<file path="src/rtl/control_unit.sv">
// Instruction sequencer for the ALU/accumulator datapath: fetches from a synchronous
// program memory, decodes, and issues op/operand/accumulator-enable; handles JMP and HALT.
module control_unit (
  input  logic       clk,
  input  logic       rst,
  input  logic       run,
  output logic [7:0] prog_addr,
  input  logic [7:0] prog_data,
  input  logic [7:0] ext_data,
  output logic [3:0] operation_code,
  output logic [7:0] data_b,
  output logic       aku_enable,
  output logic       halted
);

  typedef enum logic [2:0] {
    FETCH   = 3'd0,
    DECODE  = 3'd1,
    OPERAND = 3'd2,
    EXEC    = 3'd3,
    HALT    = 3'd4
  } state_t;

  localparam logic [1:0] CLS_IMM  = 2'b00;
  localparam logic [1:0] CLS_EXT  = 2'b01;
  localparam logic [1:0] CLS_JMP  = 2'b10;
  localparam logic [1:0] CLS_HALT = 2'b11;

  state_t     state;
  logic [7:0] pc;
  logic [7:0] ir;

  // Instruction bits [5:4] carry no meaning; kept in ir only for visibility.
  logic unused_ir_bits;
  assign unused_ir_bits = ^ir[5:4];

  always_ff @(posedge clk or posedge rst) begin
    if (rst) begin
      state          <= FETCH;
      pc             <= 8'h00;
      ir             <= 8'h00;
      operation_code <= 4'h0;
      data_b         <= 8'h00;
    end else begin
      case (state)
        FETCH: begin
          if (run) begin
            pc    <= pc + 8'd1;
            state <= DECODE;
          end
        end
        DECODE: begin
          ir <= prog_data;
          case (prog_data[7:6])
            CLS_IMM, CLS_JMP: begin
              pc    <= pc + 8'd1;
              state <= OPERAND;
            end
            CLS_EXT: begin
              operation_code <= prog_data[3:0];
              data_b         <= ext_data;
              state          <= EXEC;
            end
            CLS_HALT: state <= HALT;
            default:  state <= HALT;
          endcase
        end
        OPERAND: begin
          // ir[7] alone separates JMP from ALU-immediate here.
          if (ir[7:6] == CLS_JMP) begin
            pc    <= prog_data;
            state <= FETCH;
          end else begin
            operation_code <= ir[3:0];
            data_b         <= prog_data;
            state          <= EXEC;
          end
        end
        EXEC:    state <= FETCH;
        HALT:    state <= HALT;
        default: state <= FETCH;
      endcase
    end
  end

  // Enables come straight off the state register so reset clears them at once.
  assign prog_addr  = pc;
  assign aku_enable = (state == EXEC);
  assign halted     = (state == HALT);

endmodule

</file>
<file path="config.mk">
export PLATFORM = sky130hd
export DESIGN_NAME = control_unit
export DESIGN_NICKNAME = d
export VERILOG_FILES = /design/src/rtl/control_unit.sv
export SDC_FILE = /design/constraint.sdc
export NUM_CORES = 1
export LEC_CHECK = 0
export ABC_AREA = 1
export CAP_MARGIN = 5
export CELL_PAD_IN_SITES_DETAIL_PLACEMENT = 0
export CELL_PAD_IN_SITES_GLOBAL_PLACEMENT = 2
export CORE_AREA = 5 5 88 90
export CTS_CLUSTER_DIAMETER = 60
export DETAILED_ROUTE_END_ITERATION = 7
export DIE_AREA = 0 0 93 95
export GPL_ROUTABILITY_DRIVEN = 0
export PLACE_DENSITY_LB_ADDON = 0.05
export SLEW_MARGIN = 5
export SYNTH_ARGS = -nofsm -noshare
export SYNTH_HDL_FRONTEND = slang
export SYNTH_SLANG_ARGS = --single-unit
</file>
<file path="constraint.sdc">
create_clock -name clk -period 1.4 [get_ports clk]
set_clock_uncertainty 0.1 [all_clocks]
set_input_delay 0.28 -clock clk [delete_from_list [all_inputs] [get_ports clk]]
set_output_delay 0.28 -clock clk [all_outputs]
set_load 0.01 [all_outputs]
</file>
# Word-level counts from Yosys, hierarchy flattened
# Index checks and enable logic that the tools add are counted.
[word_totals] in_bits=19 regBits=31 output_inout_bits=22 wordCells=40
[classes] reduce_logical=7 n_addsub=1 mux=14 eq_ne=13
[ops] cell="$mux 8" n=5
[ops] cell="$pmux 8 s3" n=1
[ops] cell="$pmux 8 s2" n=1
[ops] cell="$pmux 3 s4" n=1
[ops] cell="$ne 2x2->1 const B" n=5
[ops] cell="$pmux 3 s3" n=1
[ops] cell="$add 8x1->8 const B" n=1
[ops] cell="$mux 4" n=2
[ops] cell="$pmux 4 s2" n=1
[ops] cell="$eq 2x2->1 const B" n=3
[ops] cell="$eq 3x2->1 const B" n=2
[ops] cell="$reduce_and 4->1" n=1
[ops] cell="$eq 3x1->1 const B" n=1
[ops] cell="$eq 3x3->1 const B" n=1
[ops] cell="$logic_not 3->1" n=1
[ops] cell="$mux 3" n=1
[ops] cell="$reduce_and 3->1" n=1
[ops] cell="$reduce_bool 3->1" n=1
[ops] cell="$eq 2x1->1 const B" n=1
[ops] cell="$logic_not 2->1" n=1
[ops] cell="$mux 2" n=1
[ops] cell="$reduce_bool 2->1" n=1
[ops] cell="$reduce_or 2->1" n=1

# Depth between registers and ports, before layout
# Gate-level depths: netlist of run 1.
[logic_depth] depth_word=4 mapped_depth=9 ltp_nobuf=8

# Least setup slack after synthesis of run 1
# Ideal clock, no wire load.
[synth_path] kind="reg2reg" startpoint="reg state[1]" endpoint="reg pc[0], in the netlist prog_addr[0]" path_buffers=1 arrival_time_ns=1.242 path_stages_with_launch=8 setup_ns=0.118 slack_ns=-0.060 required_ns=1.182 cell_sequence="dfrtp_1 > nor3_4 > nand2_2 > nand2_4 > nor2_4 > buf_6 > nand2_1 > o21ai_2"
[synth_via] elab_chain_len=3
[synth_lines] item="start, declared" line_no="29" text="state_t state;"
[synth_lines] item="start signal, assigned" line_no="39" text="state <= FETCH;"
[synth_lines] item="start signal, assigned" line_no="49" text="state <= DECODE;"
[synth_lines] item="start signal, assigned" line_no="57" text="state <= OPERAND;"
[synth_lines] item="$eq 3x1->1, or another cell as far along" line_no="45" text="case (state)"
[synth_lines] item="$ne 2x2->1 (no source line) / $reduce_bool 3->1 (equally long branches)"
[synth_lines] item="$reduce_and 4->1 (no source line)"
[synth_lines] item="end signal, assigned" line_no="48" text="pc <= pc + 8'd1;"
[synth_lines] item="end signal, assigned" line_no="56" text="pc <= pc + 8'd1;"
[synth_lines] item="end signal, assigned" line_no="71" text="pc <= prog_data;"
[synth_lines] item="end, declared" line_no="30" text="logic [7:0] pc;"
# Parallel ways exist; a longest one is shown, timed or not.
# A chain may end at the register's enable or synchronous reset.

# Final worst setup path of run 1
[layout_path] startpoint="reg state[0]" endpoint="reg data_b[6]"
[layout_via] elab_chain_len=3
[layout_lines] item="$eq 3x1->1 / $eq 3x2->1 (equally long branches)" line_no="45"
[layout_lines] item="$ne 2x2->1 (no source line) / $reduce_bool 2->1 (equally long branches)"
[layout_lines] item="$reduce_and 3->1 (no source line)"
[layout_lines] item="end signal, assigned" line_no="61" text="data_b <= ext_data;"
[layout_lines] item="end signal, assigned" line_no="75" text="data_b <= prog_data;"
[layout_lines] item="end, declared" line_no="11" text="output logic [7:0] data_b,"
# Parallel ways exist; a longest one is shown, timed or not.

==> metrics.yaml, run 1 <==
critPathMostFrequentCell: "buf_6"
cts_root_buffer: "clkbuf_8"
drive_gt1_share_pct: 32.8
cpMaxStageDelayCell: "dfrtp_1"
rsz0062_at_grt: "yes"
fmax_mhz: 642
num-nets-final: 315
cts.clk_slew.worst_paths_ps: 70
p_per_area_nw_per_um2: 2330
wl_met1_um: 2590
grt_usage_pct: 12.6
critPathBufInv: 4
syn-num-nets: 229
multi_input_area_um2: 902
synth_cell_types: 24
dpl.hpwl_um: 3610
top_layer_used: "met4"
synth-seq-cells: 29
ys_seq_area_share_pct: 45.6
core_area_um2: 6980
clock_latency_ps: 280
via_count: 1597
n_antenna_cell: 0
cp.depth: 8
post-route-cell-area_um2: 2670
io_buffers: 40
fin_cells: 378
final_common_cell: "nand2_1"
io_pins: 41
period_needed_ps: 1560
placedInstanceArea_um2: 2280
wirelength_um: 5280
met3RoutedLength_um: 194
postSynthCellCount: 209
drt_pass1_iterations: 4
wl_per_cell_um: 14.0
die_area_um2: 8840
syn_avg_cell_area_um2: 7.62
cts_tree: "built"
nFillCells: 753
vias_per_cell: 4.22
crit_required_ps: 1470
dieHeight_um: 95
clock_sinks: 29
worstPathArrival_ps: 1630
slew_headroom_pct: 76.0
crit_type: "flop to flop"
r2r_cells: 8
maxCapViolations: 0
most-common-layout-cells: "nand2_1, buf_4, dfrtp_1"
crit_family: "buffers and inverters"
peakVddDrop_uv: 696
critical_path.endpoint_type: "flop"
clockBufferDepth: 2
path_cells: "inv_2, buf_6, nor3_4, buf_6, nand3_4, buf_6, nand3_2, nand2_1"
p_leak_uw: 0.00134
ys.warnings.count: 0
worst_pin_slew_ps: 357
placed_cells: 351
grt.overflow.total: 0
setup_slack_ps: -158
final-setup-viol-count: 27
start_util_pct: 22.8
start_kind: "flop"
drt_iter0_drc: 66
violations: "negative setup slack"
die_w_um: 93
place_ws_ps: -196
htree_levels: 2
post-route-period-util_pct: 111
worstPathMaxFanout: 5
grt_pass1_wl_um: 8450
seqCellArea_um2: 728
syn_to_final_growth_pct: 67.4
finalHoldViolCount: 0
slew_violations: 0
grt_max_degree: 30
antenna_found_initial: 0
drtAntennaViolNets: 0
hold_class: "input pin to asynchronous set/reset pin"
status: "finished, violations left"
wl_met2_um: 2440
row_count: 31
route.detailed.drc: 0
cp_slowest_stage_delay_ps: 360
first_global_vias: 1634
post_synth_instance_area_um2: 1590
cts_buffers: 5
==> logic make-up after synthesis <==
group | synth area share, %
AO/OA/AOI/OAI | 10.8
AND/OR/NAND/NOR | 35.7
adder cells (fa/ha/maj) | 0.785
flip-flops | 45.6
buffers and inverters | 7.23
==> synth_stat cells, drive strengths merged <==
library cell	number	share of area (%)
a21oi	5	1.6
o21ai	19	6.4
inv	20	4.9
nor2	13	3.5
o21a	3	1.4
nand4	1	0.39
nand3	18	7.2
dfrtp	29	46
o21bai	2	0.94
ha	1	0.79
nor3	2	1.3
o22ai	1	0.39
buf	5	2.4
nand2	89	23
nand3b	1	0.47
==> path summary, 6_finish.rpt <==
check / start / end / slack, ps
max: state[0] / data_b[6] / -160
min reg2reg: ir[2] / ir[2] / 390
min: rst / state[2] / 230
max in group asynchronous: rst / prog_addr[2] / 780
min in group clk: ir[2] / ir[2] / 390
max reg2reg: state[0] / data_b[6] / -160
==> through the flow <==
step                utilization [%]  hold WS [ps]  setup TNS, ps  power (uW)
global route                   38.2           249          -5250        6730
floorplan                         -           258          -74.4        3260
CTS                            37.4           230          -2840        6110
global placement               32.6           367          -3520        4760
detailed placement             32.6           378          -3790        4740
finish                         38.2           229          -3350        6200
==> routing by layer <==
layer | up-vias | global-route usage [%]
met2 | 25 | 19.8
met3 | 4 | 3.11
met1 | 731 | 17.1
met5 | - | 0
li1 | 837 | -
met4 | 0 | 3.66
==> registers in the layout, indices dropped and copies added, names as in the netlist <==
signal and count:
ir 6, data_b 8, state 3, operation_code 4
prog_addr 8
==> worst register-to-register path, cell delays in order, from the launching register on <==
cell and delay (ps):
dfrtp_1 360, inv_2 60, buf_6 110, nor3_4 230, buf_6 140, nand3_4 140
buf_6 200, nand3_2 50, nand2_1 50
==> layout make-up <==
type	instances	area share, %
well taps	82	3.85
clock buffers	8	3.00
repair inverters	1	0.282
flip-flops and latches	29	27.3
inverters	20	3.14
multi-input cells	156	33.8
repair buffers	82	28.6
==> repair_timing <==
action / in CTS / in global routing
hold buffers: 0 / 0
hold endpoints to repair: 0 / 0
gates resized for setup: 62 / 26
pin swaps: 12 / 9
setup endpoints to repair: 47 / 29
cloned: 4 / 0
setup buffers: 14 / 1
==> report_power, final <==
| part | internal [uW] | leakage [uW] | switching, uW |
|---|---|---|---|
| Combinational | 1970 | 0.000944 | 2030 |
| Clock | 353 | 0.0000395 | 333 |
| Sequential | 1250 | 0.000355 | 264 |
| Total | 3570 | 0.00134 | 2630 |
No activity file was read; power rests on OpenSTA's default activity.
==> run 2, diff against run 1 <==
Settings changed: TNS_END_PERCENT from default to 5.
==> metrics.yaml, run 2 (synthesis results as in run 1) <==
status: "finished, violations left"
violations: "negative setup slack"
setup_slack_ps: -84.4  # +73.5 ps
clock_sinks: 29  # unchanged
fmax_mhz: 674  # +5.0%
finalSetupTns_ps: -717  # +2630 ps
worst_pin_slew_ps: 277  # -80.0 ps
crit_required_ps: 1020  # -450 ps
crit_type: "flop to output port"
num-nets-final: 300  # -4.8%
n_antenna_cell: 0  # unchanged
p_leak_uw: 0.00123  # -8.4%
clockBufferDepth: 2  # unchanged
start_util_pct: 22.8  # unchanged
cp_slowest_stage_delay_ps: 390  # +30 ps
fin_cells: 363  # -4.0%
final_common_cell: "nand2_1"
slew_headroom_pct: 81.5  # +5.5 points
most-common-layout-cells: "nand2_1, dfrtp_1, buf_4"
finalPower_uw: 5390  # -13%
htree_levels: 2  # unchanged
route.detailed.drc: 0  # unchanged
wl_per_cell_um: 13.1  # -6.1%
critPathBufInv: 2  # -2
cts_buffers: 5  # unchanged
worstPathMaxFanout: 4  # -1
via_count: 1524  # -4.6%
syn_to_final_growth_pct: 51.8
drive_gt1_share_pct: 23.8  # -8.9 points
period_needed_ps: 1480  # -73.5 ps
dpl.hpwl_um: 3530  # -2.3%
dieHeight_um: 95  # unchanged
p_per_area_nw_per_um2: 2230  # -4.1%
grt_usage_pct: 11.7  # -0.91 points
core_area_um2: 6980  # unchanged
io_pins: 41  # unchanged
drt_iter0_drc: 31  # -53%
io_buffers: 40  # unchanged
clock_latency_ps: 270  # about the same
post-route-period-util_pct: 106  # -5.3 points
grt_max_degree: 30  # unchanged
worstPathArrival_ps: 1100  # -530 ps
hold_class: "input pin to asynchronous set/reset pin"
hold_buffers: 0  # unchanged
grt_pass1_wl_um: 7820  # -7.4%
slew_violations: 0  # unchanged
first_global_vias: 1539  # -5.8%
final-setup-viol-count: 17  # -37%
drt_pass1_iterations: 4  # unchanged
cts_tree: "built"
path_cells: "inv_2, nand2_1, nor2_1, buf_2"
crit_family: "flip-flops"
placed_cells: 352  # +0.28%
wirelength_um: 4760  # -9.9%
finalHoldViolCount: 0  # unchanged
die_area_um2: 8840  # unchanged
peakVddDrop_uv: 731  # +5.0%
die_w_um: 93  # unchanged
cpMaxStageDelayCell: "dfrtp_1"
start_kind: "flop"
maxCapViolations: 0  # unchanged
cts_root_buffer: "clkbuf_8"
rsz0062_at_grt: "yes"
cts.clk_slew.worst_paths_ps: 60  # about the same
antenna_found_initial: 0  # unchanged
row_count: 31  # unchanged
grt.overflow.total: 0  # unchanged
drtAntennaViolNets: 0  # unchanged
critical_path.endpoint_type: "output port"
vias_per_cell: 4.20  # -0.63%
-- run 2: cell types whose count changed in the layout (fill, tap and decap cells not counted), moves of 2 or more --
cell | before | now
clkbuf_1 | 3 | 1
o21ai_1 | 6 | 2
clkinv_2 | 0 | 2
clkinvlp_4 | 2 | 0
nand2_1 | 73 | 75
nor2_4 | 3 | 1
nand3_2 | 9 | 1
buf_6 | 11 | 3
nand3_1 | 7 | 15
a21oi_1 | 3 | 5
o21ai_0 | 10 | 15
nand2_4 | 5 | 2
buf_4 | 28 | 24
a21oi_2 | 2 | 0
-- run 2: layout make-up --
cell class / count / area, um2
Inverter: 20 / 77.6
Multi-Input combinational cell: 155 / 808
Clock inverter: 2 / 10.0
Timing Repair Buffer: 69 / 621
Sequential cell: 29 / 727
Clock buffer: 6 / 72.6
Tap cell: 82 / 103
Fill cell: 761 / 4560
-- run 2: tightest hold or removal path, cell delays in order --
cell and delay, ps:
clkdlybuf4s50_1 390, inv_1 90, buf_12 210
-- run 2: repair_timing --
action,4_1_cts,5_1_grt
endpoints found under the setup margin,47,29
endpoints found under the hold margin,0,0
buffers inserted,2,1
resized for setup,30,17
pin swaps,0,1
-- run 2: where the power goes --
part / switching, uW / leakage [uW] / internal [uW]
registers: 223 / 0.000356 / 1240
logic: 1750 / 0.000824 / 1510
clock network: 319 / 0.0000450 / 344
-- run 2: path summary, 6_finish.rpt --
kind                       slack [ps]      from      endpoint  depth (start not counted)
max reg2reg                       -80  state[0]  prog_addr[1]                         10
min in group clk                  390     ir[0]         ir[0]                          2
min reg2reg                       390     ir[0]         ir[0]                          2
max                               -80  state[0]        halted                          4
max in group asynchronous         780       rst      state[2]                          3
min                               240       rst      state[2]                          3
-- run 2: layer usage --
layer	GRT usage [%]	part of all wire (%)	vias up
met2	18.1	45	31
met4	3.66	1.3	0
met5	0	0	-
li1	-	-	807
met3	3.19	3.8	5
met1	15.8	50	681
-- run 2: stage by stage --
stage               cell area, um2  hold slack, ps  utilization (%)  setup slack (ps)
finish                        2420             240             34.6             -84.4
global route                  2420             269             34.6              -193
CTS                           2360             240             33.8              -206
detailed placement            2280             374             32.7              -213
global placement              2280             377             32.7              -184
floorplan                     1600             258                -             -15.4
==> variant, RTL diff (config.mk and constraints of run 2) <==
Encoding of `state_t`: now Gray code (3 bits for 5 states).
--- a/src/rtl/control_unit.sv
+++ b/src/rtl/control_unit.sv
@@ -14,11 +14,11 @@
 );
 
   typedef enum logic [2:0] {
-    FETCH   = 3'd0,
-    DECODE  = 3'd1,
-    OPERAND = 3'd2,
-    EXEC    = 3'd3,
-    HALT    = 3'd4
+    FETCH   = 3'b000,
+    DECODE  = 3'b001,
+    OPERAND = 3'b011,
+    EXEC    = 3'b010,
+    HALT    = 3'b110
   } state_t;
 
   localparam logic [1:0] CLS_IMM  = 2'b00;
Formal check against the unedited RTL: same outputs for any inputs over 10 cycles, from zero or initial values and one cycle with rst high; not proved beyond that.
==> variant against run 2 <==
  * The run still ends with negative setup slack left
  * Sequential cell count stayed put
  * Cell area is 3.6% higher
  * Total power is 4.0% higher
  * Non-clock buffer count is 4 higher
  * Hold slack better by 0.0016 ns
  * Routed wire length is 4.5% higher
  * Synthesized area is 2.0% lower
  * Setup slack better by 0.037 ns
  * Synthesized cell count is 1.4% higher
  * Largest cell class unchanged
==> variant: results (changes against run 2) <==
[routing]
vias=1584  ; was 1524
drt_iter0_drc=46  ; was 31
via_per_inst=4.30  ; was 4.20
totalWireLength_um=4970  ; was 4760 um

[layout]
multi_input_area_share_pct=33.2  ; was 33.4%
seqCellArea_um2=727  ; unchanged
drive_above_1_share_pct=25.5  ; was 23.8%
buffers=73  ; was 69
seq_share_pct=29.0  ; was 30.1%
buffer_area_share_pct=26.4  ; was 25.7%
nFillCells=764  ; was 761
clockNetworkAreaShare_pct=4.15  ; was 3.41%
layout.non_clock_inverters=20  ; unchanged
nets=306  ; was 300
nClkBuffers=5  ; was 6
multi_input_cells=157  ; was 155

[worst_setup_path]
crit_fanout=6  ; was 4
r2r_slack_ns=-0.05  ; was -0.08 ns
regToRegEndpoint=prog_addr[0]  ; was prog_addr[1]
r2r_start=state[2]  ; was state[0]
cp.arrival_ns=1.51  ; was 1.10 ns
crit_slowest_cell=dfrtp_1  ; unchanged
crit_family=simple AND/OR/NAND/NOR gates  ; was flip-flops

[power]
p_clk_uw=856  ; was 663 uW
p_leak_uw=0.00129  ; was 0.00123 uW
vdd_drop_max_mv=0.742  ; was 0.731 mV
p_int_uw=3260  ; was 3100 uW
power_frac_clock_pct=15.3  ; was 12.3%

[sta]
finalSetupViolations=26  ; was 17
worstMarginPinSlew_ns=0.231  ; was 0.277 ns
setup_ws_ns=-0.0470  ; was -0.0844 ns
fin_setup_tns_ns=-0.611  ; was -0.717 ns
timing.hold.ws_ns=0.241  ; was 0.240 ns

[clock_tree]
path_clk_slew_ns=0.07
cts_resized=41  ; was 30
cts_setup_buffers=1  ; was 2

[place]
pre_cts_ws_ns=-0.164  ; was -0.213 ns
dp_hpwl_um=3780  ; was 3530 um
post-place-cells=356  ; was 352
place_area_um2=2250  ; was 2280 um^2

[grt]
grt_max_degree=30  ; unchanged
grt_pass1_wl_um=7930  ; was 7820 um
grt_pass1_vias=1668  ; was 1539
grt_use_total_pct=11.8  ; was 11.7%

[outcome]
outcome=finished, violations left  ; unchanged
violations=negative setup slack  ; unchanged

[hold_path]
hold_path.class=input port to asynchronous set/reset pin  ; unchanged

[yosys]
synthDistinctLibCells=21  ; was 24
yosysWarnings=0  ; unchanged
synth_common_cells=nand2_1 (92), dfrtp_1 (29), nor2_1 (17)  ; was nand2_1 (84), dfrtp_1 (29), inv_1 (19)
yosys-top-cells-area=dfrtp_1 (47%), nand2_1 (22%), nand3_1 (5.1%)  ; was dfrtp_1 (46%), nand2_1 (20%), nand3_1 (5.0%)
syn_area_per_cell_um2=7.36  ; was 7.62 um^2
seq_area_frac_synth_pct=46.5  ; was 45.6%
syn_nets=232  ; was 229

variant: cell families (layout without fill, tap and decap cells):
group	count (synthesis)	count (layout)	synth area share [%]
compound gates	25	25	8.82
fa+ha+maj	1	1	0.802
buf+inv	26	100	7.62
flops	29	29	46.5
simple gates	131	131	36.2
variant: metal layers:
metal	up-vias	GRT usage [%]	share of wire, %
met2	28	20.8	50
met5	-	0	0
li1	809	-	-
met1	743	14.2	45
met4	0	2.93	0.76
met3	4	3.35	4.1
variant: how the worst max path moves through the flow:
stage                     cells past startpoint  slack (ns)          from           end
final                                        10       -0.05      state[2]  prog_addr[0]
after floorplan                               8        0.06  prog_addr[1]  prog_addr[4]
after CTS                                     4       -0.14      state[0]        halted
after detailed placement                      7       -0.16  prog_data[6]  prog_addr[6]
after global routing                         10       -0.14      state[2]  prog_addr[0]
after global placement                        7       -0.14  prog_data[6]  prog_addr[7]
